## src/rtl/div_seq_ctrl.sv

```systemverilog
// div_seq_ctrl: non-restoring divider sequencer driving one shared CAS row, with sign handling, divide-by-zero and flush
module div_seq_ctrl #(
  parameter int DATA_WIDTH = 32
) (
  input  logic                  clk,
  input  logic                  rst,
  input  logic                  i_div_start,
  input  logic                  i_div_signed,
  input  logic [DATA_WIDTH-1:0] i_dividend,
  input  logic [DATA_WIDTH-1:0] i_divisor,
  input  logic                  i_flush,
  output logic                  o_busy,
  output logic                  o_div_valid,
  output logic [DATA_WIDTH-1:0] o_quotient,
  output logic [DATA_WIDTH-1:0] o_remainder,
  output logic                  o_div_by_zero,
  output logic [DATA_WIDTH:0]   o_row_op1,
  output logic [DATA_WIDTH:0]   o_row_op2,
  output logic                  o_row_sub,
  input  logic [DATA_WIDTH:0]   i_row_result
);
  localparam int W = DATA_WIDTH;
  localparam int CW = $clog2(W);
  localparam logic [CW-1:0] LAST = CW'(W - 1);
  typedef enum logic [2:0] {IDLE, PREP, CALC, CORR, FIN, DONE} state_t;
  state_t r_state, w_next;
  logic [CW-1:0] r_cnt;
  logic [W-1:0] r_q, r_d, r_quot, r_rem;
  logic [W:0] r_r;
  logic r_signed, r_sq, r_sr, r_dbz;
  logic w_accept, w_zero;
  assign w_zero = i_divisor == '0;
  assign w_accept = r_state == IDLE && i_div_start && !i_flush;
  always_ff @(posedge clk) r_state <= rst ? IDLE : w_next;
  always_comb begin
    w_next = r_state;
    case (r_state)
      IDLE: if (i_div_start) w_next = w_zero ? DONE : PREP;
      PREP: w_next = CALC;
      CALC: if (r_cnt == LAST) w_next = CORR;
      CORR: w_next = FIN;
      FIN:  w_next = DONE;
      default: w_next = IDLE;
    endcase
    if (i_flush) w_next = IDLE;
  end
  always_ff @(posedge clk) begin
    if (rst) begin
      r_cnt <= '0;
      r_q <= '0;
      r_d <= '0;
      r_r <= '0;
      r_quot <= '0;
      r_rem <= '0;
      r_signed <= 1'b0;
      r_sq <= 1'b0;
      r_sr <= 1'b0;
      r_dbz <= 1'b0;
    end else begin
      case (r_state)
        IDLE: if (w_accept) begin
          r_q <= i_dividend;
          r_d <= i_divisor;
          r_signed <= i_div_signed;
          r_dbz <= w_zero;
          if (w_zero) begin
            r_quot <= '1;
            r_rem <= i_dividend;
          end
        end
        PREP: begin
          r_q <= (r_signed && r_q[W-1]) ? -r_q : r_q;
          r_d <= (r_signed && r_d[W-1]) ? -r_d : r_d;
          r_r <= '0;
          r_cnt <= '0;
          r_sq <= r_signed && (r_q[W-1] ^ r_d[W-1]);
          r_sr <= r_signed && r_q[W-1];
        end
        CALC: begin
          r_r <= i_row_result;
          r_q <= {r_q[W-2:0], ~i_row_result[W]};
          r_cnt <= r_cnt + 1'b1;
        end
        CORR: if (r_r[W]) r_r <= i_row_result;
        FIN: if (!i_flush) begin
          r_quot <= r_sq ? -r_q : r_q;
          r_rem <= r_sr ? -r_r[W-1:0] : r_r[W-1:0];
        end
        default: ;
      endcase
    end
  end
  assign o_busy = r_state inside {PREP, CALC, CORR, FIN};
  assign o_div_valid = r_state == DONE;
  assign o_div_by_zero = r_state == DONE && r_dbz;
  assign o_quotient = r_quot;
  assign o_remainder = r_rem;
  assign o_row_op1 = r_state == CALC ? {r_r[W-1:0], r_q[W-1]} : r_state == CORR ? r_r : '0;
  assign o_row_op2 = {1'b0, r_d};
  assign o_row_sub = r_state == CALC && !r_r[W];
endmodule

```

## config.mk

```make
export PLATFORM = sky130hd
export DESIGN_NAME = div_seq_ctrl
export DESIGN_NICKNAME = d
export VERILOG_FILES = /design/src/rtl/div_seq_ctrl.sv
export SDC_FILE = /design/constraint.sdc
export NUM_CORES = 1
export LEC_CHECK = 0
export ABC_CLOCK_PERIOD_IN_PS = 3500
export CELL_PAD_IN_SITES_DETAIL_PLACEMENT = 0
export CELL_PAD_IN_SITES_GLOBAL_PLACEMENT = 1
export CORE_MARGIN = 3
export CORE_UTILIZATION = 37
export DETAILED_ROUTE_END_ITERATION = 8
export HOLD_SLACK_MARGIN = 0.15
export PLACE_DENSITY_LB_ADDON = 0.15
export SLEW_MARGIN = 5
export SYNTH_ARGS = -nofsm -noshare
export SYNTH_HDL_FRONTEND = slang
export SYNTH_SLANG_ARGS = --single-unit
```

## constraint.sdc

```tcl
create_clock -name clk -period 3.5 [get_ports clk]
set_clock_uncertainty 0.15 [all_clocks]
set_input_delay 0.35 -clock clk [delete_from_list [all_inputs] [get_ports clk]]
set_output_delay 0.35 -clock clk [all_outputs]
set_load 0.03 [all_outputs]
```

* Yosys cells after proc, flatten, opt, wreduce, memory -nomap -nowiden
Cells that the tools add are included.
** Storage, ports and cells
- Output and inout bits :: 134
- Input bits :: 102
- Register bits :: 173
- Logic and storage cells :: 81
** Operators by class
- $add $sub $neg :: 4
- Equality and inequality tests :: 14
- Bitwise operators :: 2
- Reductions and logical operators :: 24
- Multiplexer cells :: 25
** Operators by type and width (number)
- $mux W32 :: 12
- $pmux W32 S2 :: 3
- $mux W33 :: 3
- $pmux W33 S3 :: 1
- $neg A32 Y32 :: 3
- $pmux W32 S3 :: 1
- $logic_not A32 Y1 :: 1
- $ne A2 B2 Y1 const B :: 8
- $pmux W3 S5 :: 1
- $pmux W5 S2 :: 1
- $mux W3 :: 3
- $logic_and A1 B1 Y1 :: 7
- $eq A3 B2 Y1 const B :: 2
- $eq A3 B3 Y1 const B :: 2
- $reduce_and A2 Y1 :: 3
- $reduce_and A3 Y1 :: 2
- $reduce_bool A2 Y1 :: 3
- $reduce_bool A3 Y1 :: 2
- $add A5 B1 Y5 const B :: 1
- $eq A5 B5 Y1 const B :: 1
- $reduce_and A4 Y1 :: 1
- $reduce_bool A4 Y1 :: 1
- $eq A3 B1 Y1 const B :: 1
- $logic_not A3 Y1 :: 1
- 4 further kinds :: 5

* Longest topological paths before layout
- Depth after elaboration :: 5
- Gate-level depth with buffers :: 10
- Mapped depth without buffers :: 8

* Worst setup path before layout
Ideal clock, no wire load.
- Path type :: register to register
- Start point :: register r_q[1]
- End point :: register r_q[18]
- Library setup time :: 128 ps
- Data arrival time :: 2450 ps
- Stages on the path, launching flop included :: 9
- Buffers on the path :: 0
- Path slack :: 772 ps
- Period minus slack after synthesis :: 2728 ps
- Required time :: 3222 ps
- Cells stage by stage :: dfxtp_1 > inv_1 > ha_1 > or4b_4 > or4b_4 > or3_4 > a222oi_1 > a2bb2oi_1 > nor2_1
** On the way
- Cells in the longest elaborated chain, start to end :: 3
** Ends and longest elaborated chain
- start: declaration :: line 28 : logic [W-1:0] r_q, r_d, r_quot, r_rem;
- start signal: assignment :: line 62 : r_q <= i_dividend;
- start signal: assignment :: line 72 : r_q <= (r_signed && r_q[W-1]) ? -r_q : r_q;
- start signal: assignment :: line 81 : r_q <= {r_q[W-2:0], ~i_row_result[W]};
- $neg A32 Y32 :: line 72
- $mux W32 :: line 72
- $pmux W32 S3 :: line 60 : case (r_state)
Every way passes these cells. The select of a mux whose other input is x is not followed.
A chain may end at the register's enable or synchronous reset.

* Final worst setup path
- Start point :: register r_state[0]
- End point :: output o_row_op1[2]
** On the way
- Cells in the longest elaborated chain, start to end :: 3
- Elaborated cells between the ends (all ways) :: 4
- Those cells by class :: eq/ne: 2; mux: 2
** Ends and longest elaborated chain
- start: declaration :: line 26 : state_t r_state, w_next;
- start signal: assignment :: line 34 : always_ff @(posedge clk) r_state <= rst ? IDLE : w_next;
- $eq A3 B2 Y1 :: line 98 : assign o_row_op1 = r_state == CALC ? {r_r[W-1:0], r_q[W-1]} : r_state == CORR ? r_r : '0;
- $mux W33 :: line 98
- $mux W33 * :: line 98
- end: declaration :: line 17 : output logic [DATA_WIDTH:0] o_row_op1,
Every way passes the cells marked *; elsewhere a longest branch is shown, timed or not.

==> impl_table.tex <==
\begin{tabular}{lr}
\hline
Metric & Value \\
\hline
\multicolumn{2}{l}{\textbf{STA}} \\
Total setup violations reported at the end of the flow & 0 \\
Fmax & 0.314 GHz \\
Setup repair after global routing missed its margin & false \\
Slew Limit Fails & 0 \\
Setup\_tns & 0 ps \\
Final count of hold timing violations & 0 \\
Transition time at the pin with the least slew margin & 1130 ps \\
Relative max-transition margin & 24.7\% \\
Final min period & 3180 ps \\
Final period utilization & 90.9\% \\
\multicolumn{2}{l}{\textbf{Placed design}} \\
Placed wire-length estimate after detailed placement & 26.0 mm \\
Number of instances in the placed design & 1,767 \\
RD Place Congestion & 0.860 \\
I/O Buffers & $\sim$230 \\
\multicolumn{2}{l}{\textbf{Final layout}} \\
Number of fill cells & 2,596 \\
Syn-to-layout area delta & 31.1\% \\
Number of non-filler instances in the completed layout & approximately 1,800 \\
Total number of nets in the final design & approximately 1,600 \\
Layout cells sized above 1 & approximately 6.7\% \\
Leading cell type in the layout, fill and taps excluded & sky130\_fd\_sc\_hd\_\_clkdlybuf4s50\_1 \\
Commonest non-fill, non-tap cells in the layout & 233 x sky130\_fd\_sc\_hd\_\_clkdlybuf4s50\_1, 173 x sky130\_fd\_sc\_hd\_\_dfxtp\_1, 148 x sky130\_fd\_sc\_hd\_\_nor2\_1 \\
\multicolumn{2}{l}{\textbf{Clock tree}} \\
Post-CTS repair timing setup buffer count & 0 \\
CTS tree & done \\
Hold-fix buffers at CTS & 0 \\
Post-cts gate resize count & 0 \\
Clk root buf & sky130\_fd\_sc\_hd\_\_clkbuf\_16 \\
Clock latency at the later pin of the worst-skew pair & $\sim$440 ps \\
Number of buffers created by CTS & 17 \\
Max Root-Sink Buffers & 2 \\
Count of H-tree levels built during CTS & 4 \\
Worst-path clk slew & 80 ps \\
TritonCTS sink count & 173 \\
\multicolumn{2}{l}{\textbf{Critical path}} \\
CP Max Fanout & 32 \\
Critical path data arrival time & 2680 ps \\
Standard cell with the maximum stage delay on the critical path & sky130\_fd\_sc\_hd\_\_clkdlybuf4s50\_1 \\
Crit end category & output pin \\
Data required time of the critical path & 3000 ps \\
Delay of the slowest critical-path stage & 730 ps \\
List of cells traversed by the critical path & and2\_1, buf\_4, nand2\_1, o21ai\_0, clkdlybuf4s50\_1 \\
Critical path launch point type & flop \\
Critical Setup Path Class & reg -> out \\
\multicolumn{2}{l}{\textbf{Logic synthesis}} \\
Synth Warn \# & 0 \\
Flops \& latches, synth & 173 \\
Asr flop ratio synth & 0\% \\
Number of flops mapped to enable cells by yosys & 0 \\
Syn\_nets & 1,413 \\
Primary flip-flop cell chosen by synthesis mapping & sky130\_fd\_sc\_hd\_\_dfxtp\_1 \\
Gate count after technology mapping & 1,306 \\
Sequential-to-total area share from yosys stat & 34.5\% \\
Mean cell area of the mapped netlist & 7.69 um\^{}2 \\
Netlist area before placement & 10,000 um\^{}2 \\
Unique cell type count in the Yosys netlist & 72 \\
\multicolumn{2}{l}{\textbf{Pwr}} \\
Worst IR Drop VDD & 0.302 mV \\
Static leakage & between 4 and 5 nW \\
Pwr dens & 394 nW/um\^{}2 \\
\multicolumn{2}{l}{\textbf{Detailed routing}} \\
Total vias in the final route & 10,646 \\
Met1 Routed Length & between 15 and 20 mm \\
Total iterations of the first detailed-routing run & 7 \\
Per-cell routed wire length & 20.6 um \\
Total length of routed met3 wires & between 2 and 3 mm \\
Highest routing layer actually used & met4 \\
Drt drc & 0 \\
Routed via count divided by cell count & 5.91 \\
Post-detailed-routing wire length & 37.1 mm \\
Met2 wire len & 16.2 mm \\
Antenna Violating Nets Remaining & 0 \\
Detailed Route Iter0 Violations & between 1,000 and 1,500 \\
\multicolumn{2}{l}{\textbf{Global routing}} \\
Number of antenna violations at the first check in global routing & 1 \\
Maximum number of pins on one net before global-route repair & 53 \\
Total congestion overflow & 0 \\
Global Route Usage Sum & 24.7\% \\
Vias in the first global route & slightly below 10,000 \\
Global-route wire length before repair & 57.2 mm \\
\multicolumn{2}{l}{\textbf{Floorplanning}} \\
Total I/O pin count & 236 \\
Starting density of the core & 38.1\% \\
Number of placement rows & 59 \\
Die footprint & between 20,000 and 30,000 um\^{}2 \\
Core ar. & about 26,000 um\^{}2 \\
Die Ht & 171 um \\
Die W & $\sim$170 um \\
\multicolumn{2}{l}{\textbf{Outcome}} \\
Result of the run & finished, final reports clean \\
\multicolumn{2}{l}{\textbf{Flow run}} \\
Max-Cap Viols & 0 \\
\multicolumn{2}{l}{\textbf{Min path}} \\
Path type of the worst min-delay path & in -> reg \\
\hline
\end{tabular}
final timing paths:
kind                           start                      endpoint  slack, ps  depth (start not counted)
max          r_state[0]$_SDFFE_PP0P_                  o_row_op1[2]        320                          5
min                              rst           r_d[3]$_SDFFE_PP0P_        200                          2
max reg2reg      r_r[0]$_SDFFE_PP0P_  o_remainder[18]$_SDFFE_PP0P_        590                          8
min reg2reg        r_sq$_SDFFE_PP0P_             r_sq$_SDFFE_PP0P_        310                          2
flip-flops by register name, summed over array words and instances, names as in the netlist:
signal,cells
o_quotient,32
r_sr,1
r_d,32
r_cnt,5
r_state,3
r_r,33
r_signed,1
r_dbz,1
r_sq,1
o_remainder,32
r_q,32
power breakdown:
part | switching (mW) | internal [mW] | leakage, nW | total [mW]
Combinational | 0.596 | 0.419 | 3.01 | 1.02
Sequential | 0.119 | 2.03 | 1.40 | 2.15
Clock | 0.891 | 1.14 | 0.290 | 2.03
cell type report:
type                    instances  area [um^2]  area share, %
diodes                          1         2.50         0.0190
clock buffers                  18          429           3.26
clock inverters                14          185           1.41
inverters                      11         41.3          0.313
multi-input cells             980         6020           45.7
flip-flops and latches        173         3460           26.3
well taps                     335          419           3.18
repair buffers                268         2620           19.9
critical path: cells and delay by family (launching register included):
family | cells | cell delay (ps)
compound gates | 1 | 120
buf+inv | 2 | 1050
flops | 1 | 720
simple gates | 2 | 320
layer usage:
| layer | vias up | GRT usage [%] |
|---|---|---|
| met5 | - | 0 |
| met4 | 0 | 6.46 |
| met3 | 29 | 5.50 |
| met2 | 411 | 36.6 |
| met1 | 5057 | 36.2 |
| li1 | 5149 | - |
cells in the mapped netlist, types with 7 or more instances:
master	n	area, um^2
sky130_fd_sc_hd__dfxtp_1	173	3460
sky130_fd_sc_hd__nor2_1	151	567
sky130_fd_sc_hd__clkbuf_1	126	473
sky130_fd_sc_hd__nand2_1	111	417
sky130_fd_sc_hd__a21oi_1	97	485
sky130_fd_sc_hd__o21ai_0	82	410
sky130_fd_sc_hd__a22oi_1	66	495
sky130_fd_sc_hd__xor2_1	42	368
sky130_fd_sc_hd__nor4_1	33	206
sky130_fd_sc_hd__a22o_1	32	280
sky130_fd_sc_hd__nor3_1	32	160
sky130_fd_sc_hd__o31ai_1	26	195
sky130_fd_sc_hd__nand3_1	22	110
sky130_fd_sc_hd__or4_1	21	158
sky130_fd_sc_hd__xnor2_1	19	166
sky130_fd_sc_hd__or3_1	18	113
sky130_fd_sc_hd__a31oi_1	15	93.8
sky130_fd_sc_hd__a211oi_1	13	97.6
sky130_fd_sc_hd__nand4_1	12	75.1
sky130_fd_sc_hd__o211ai_1	12	90.1
sky130_fd_sc_hd__inv_1	11	41.3
sky130_fd_sc_hd__nand2b_1	10	62.6
sky130_fd_sc_hd__a21o_1	9	67.6
sky130_fd_sc_hd__o41ai_1	9	78.8
sky130_fd_sc_hd__and2_1	8	50.1
sky130_fd_sc_hd__and3_1	8	50.1
sky130_fd_sc_hd__a221oi_1	7	61.3
sky130_fd_sc_hd__a311oi_1	7	61.3
sky130_fd_sc_hd__o22ai_1	7	43.8
kinds of logic after synthesis:
logic type / Yosys count / synth area share, %
buf+inv: 153 / 6.08
compound gates: 454 / 31.1
xor+xnor: 61 / 5.32
fa+ha+maj: 5 / 0.623
mux: 1 / 0.0996
other cells: 1 / 0.0373
simple gates: 458 / 22.3
flops: 173 / 34.5
stage by stage:
stage / total power, mW / worst slack (ps) / utilization (%) / hold slack (ps) / cell area (um^2)
2_1_floorplan: 2.79 / 772 / - / 277 / 10000
3_3_place_gp: 3.19 / 545 / 47.7 / 283 / 12600
3_5_place_dp: 3.19 / 552 / 47.7 / 292 / 12600
4_1_cts: 5.22 / 294 / 50.0 / 182 / 13200
5_1_grt: 5.40 / 132 / 50.0 / 198 / 13200
6_report: 5.20 / 319 / 50.0 / 198 / 13200
No activity file was read; power rests on OpenSTA's default activity.
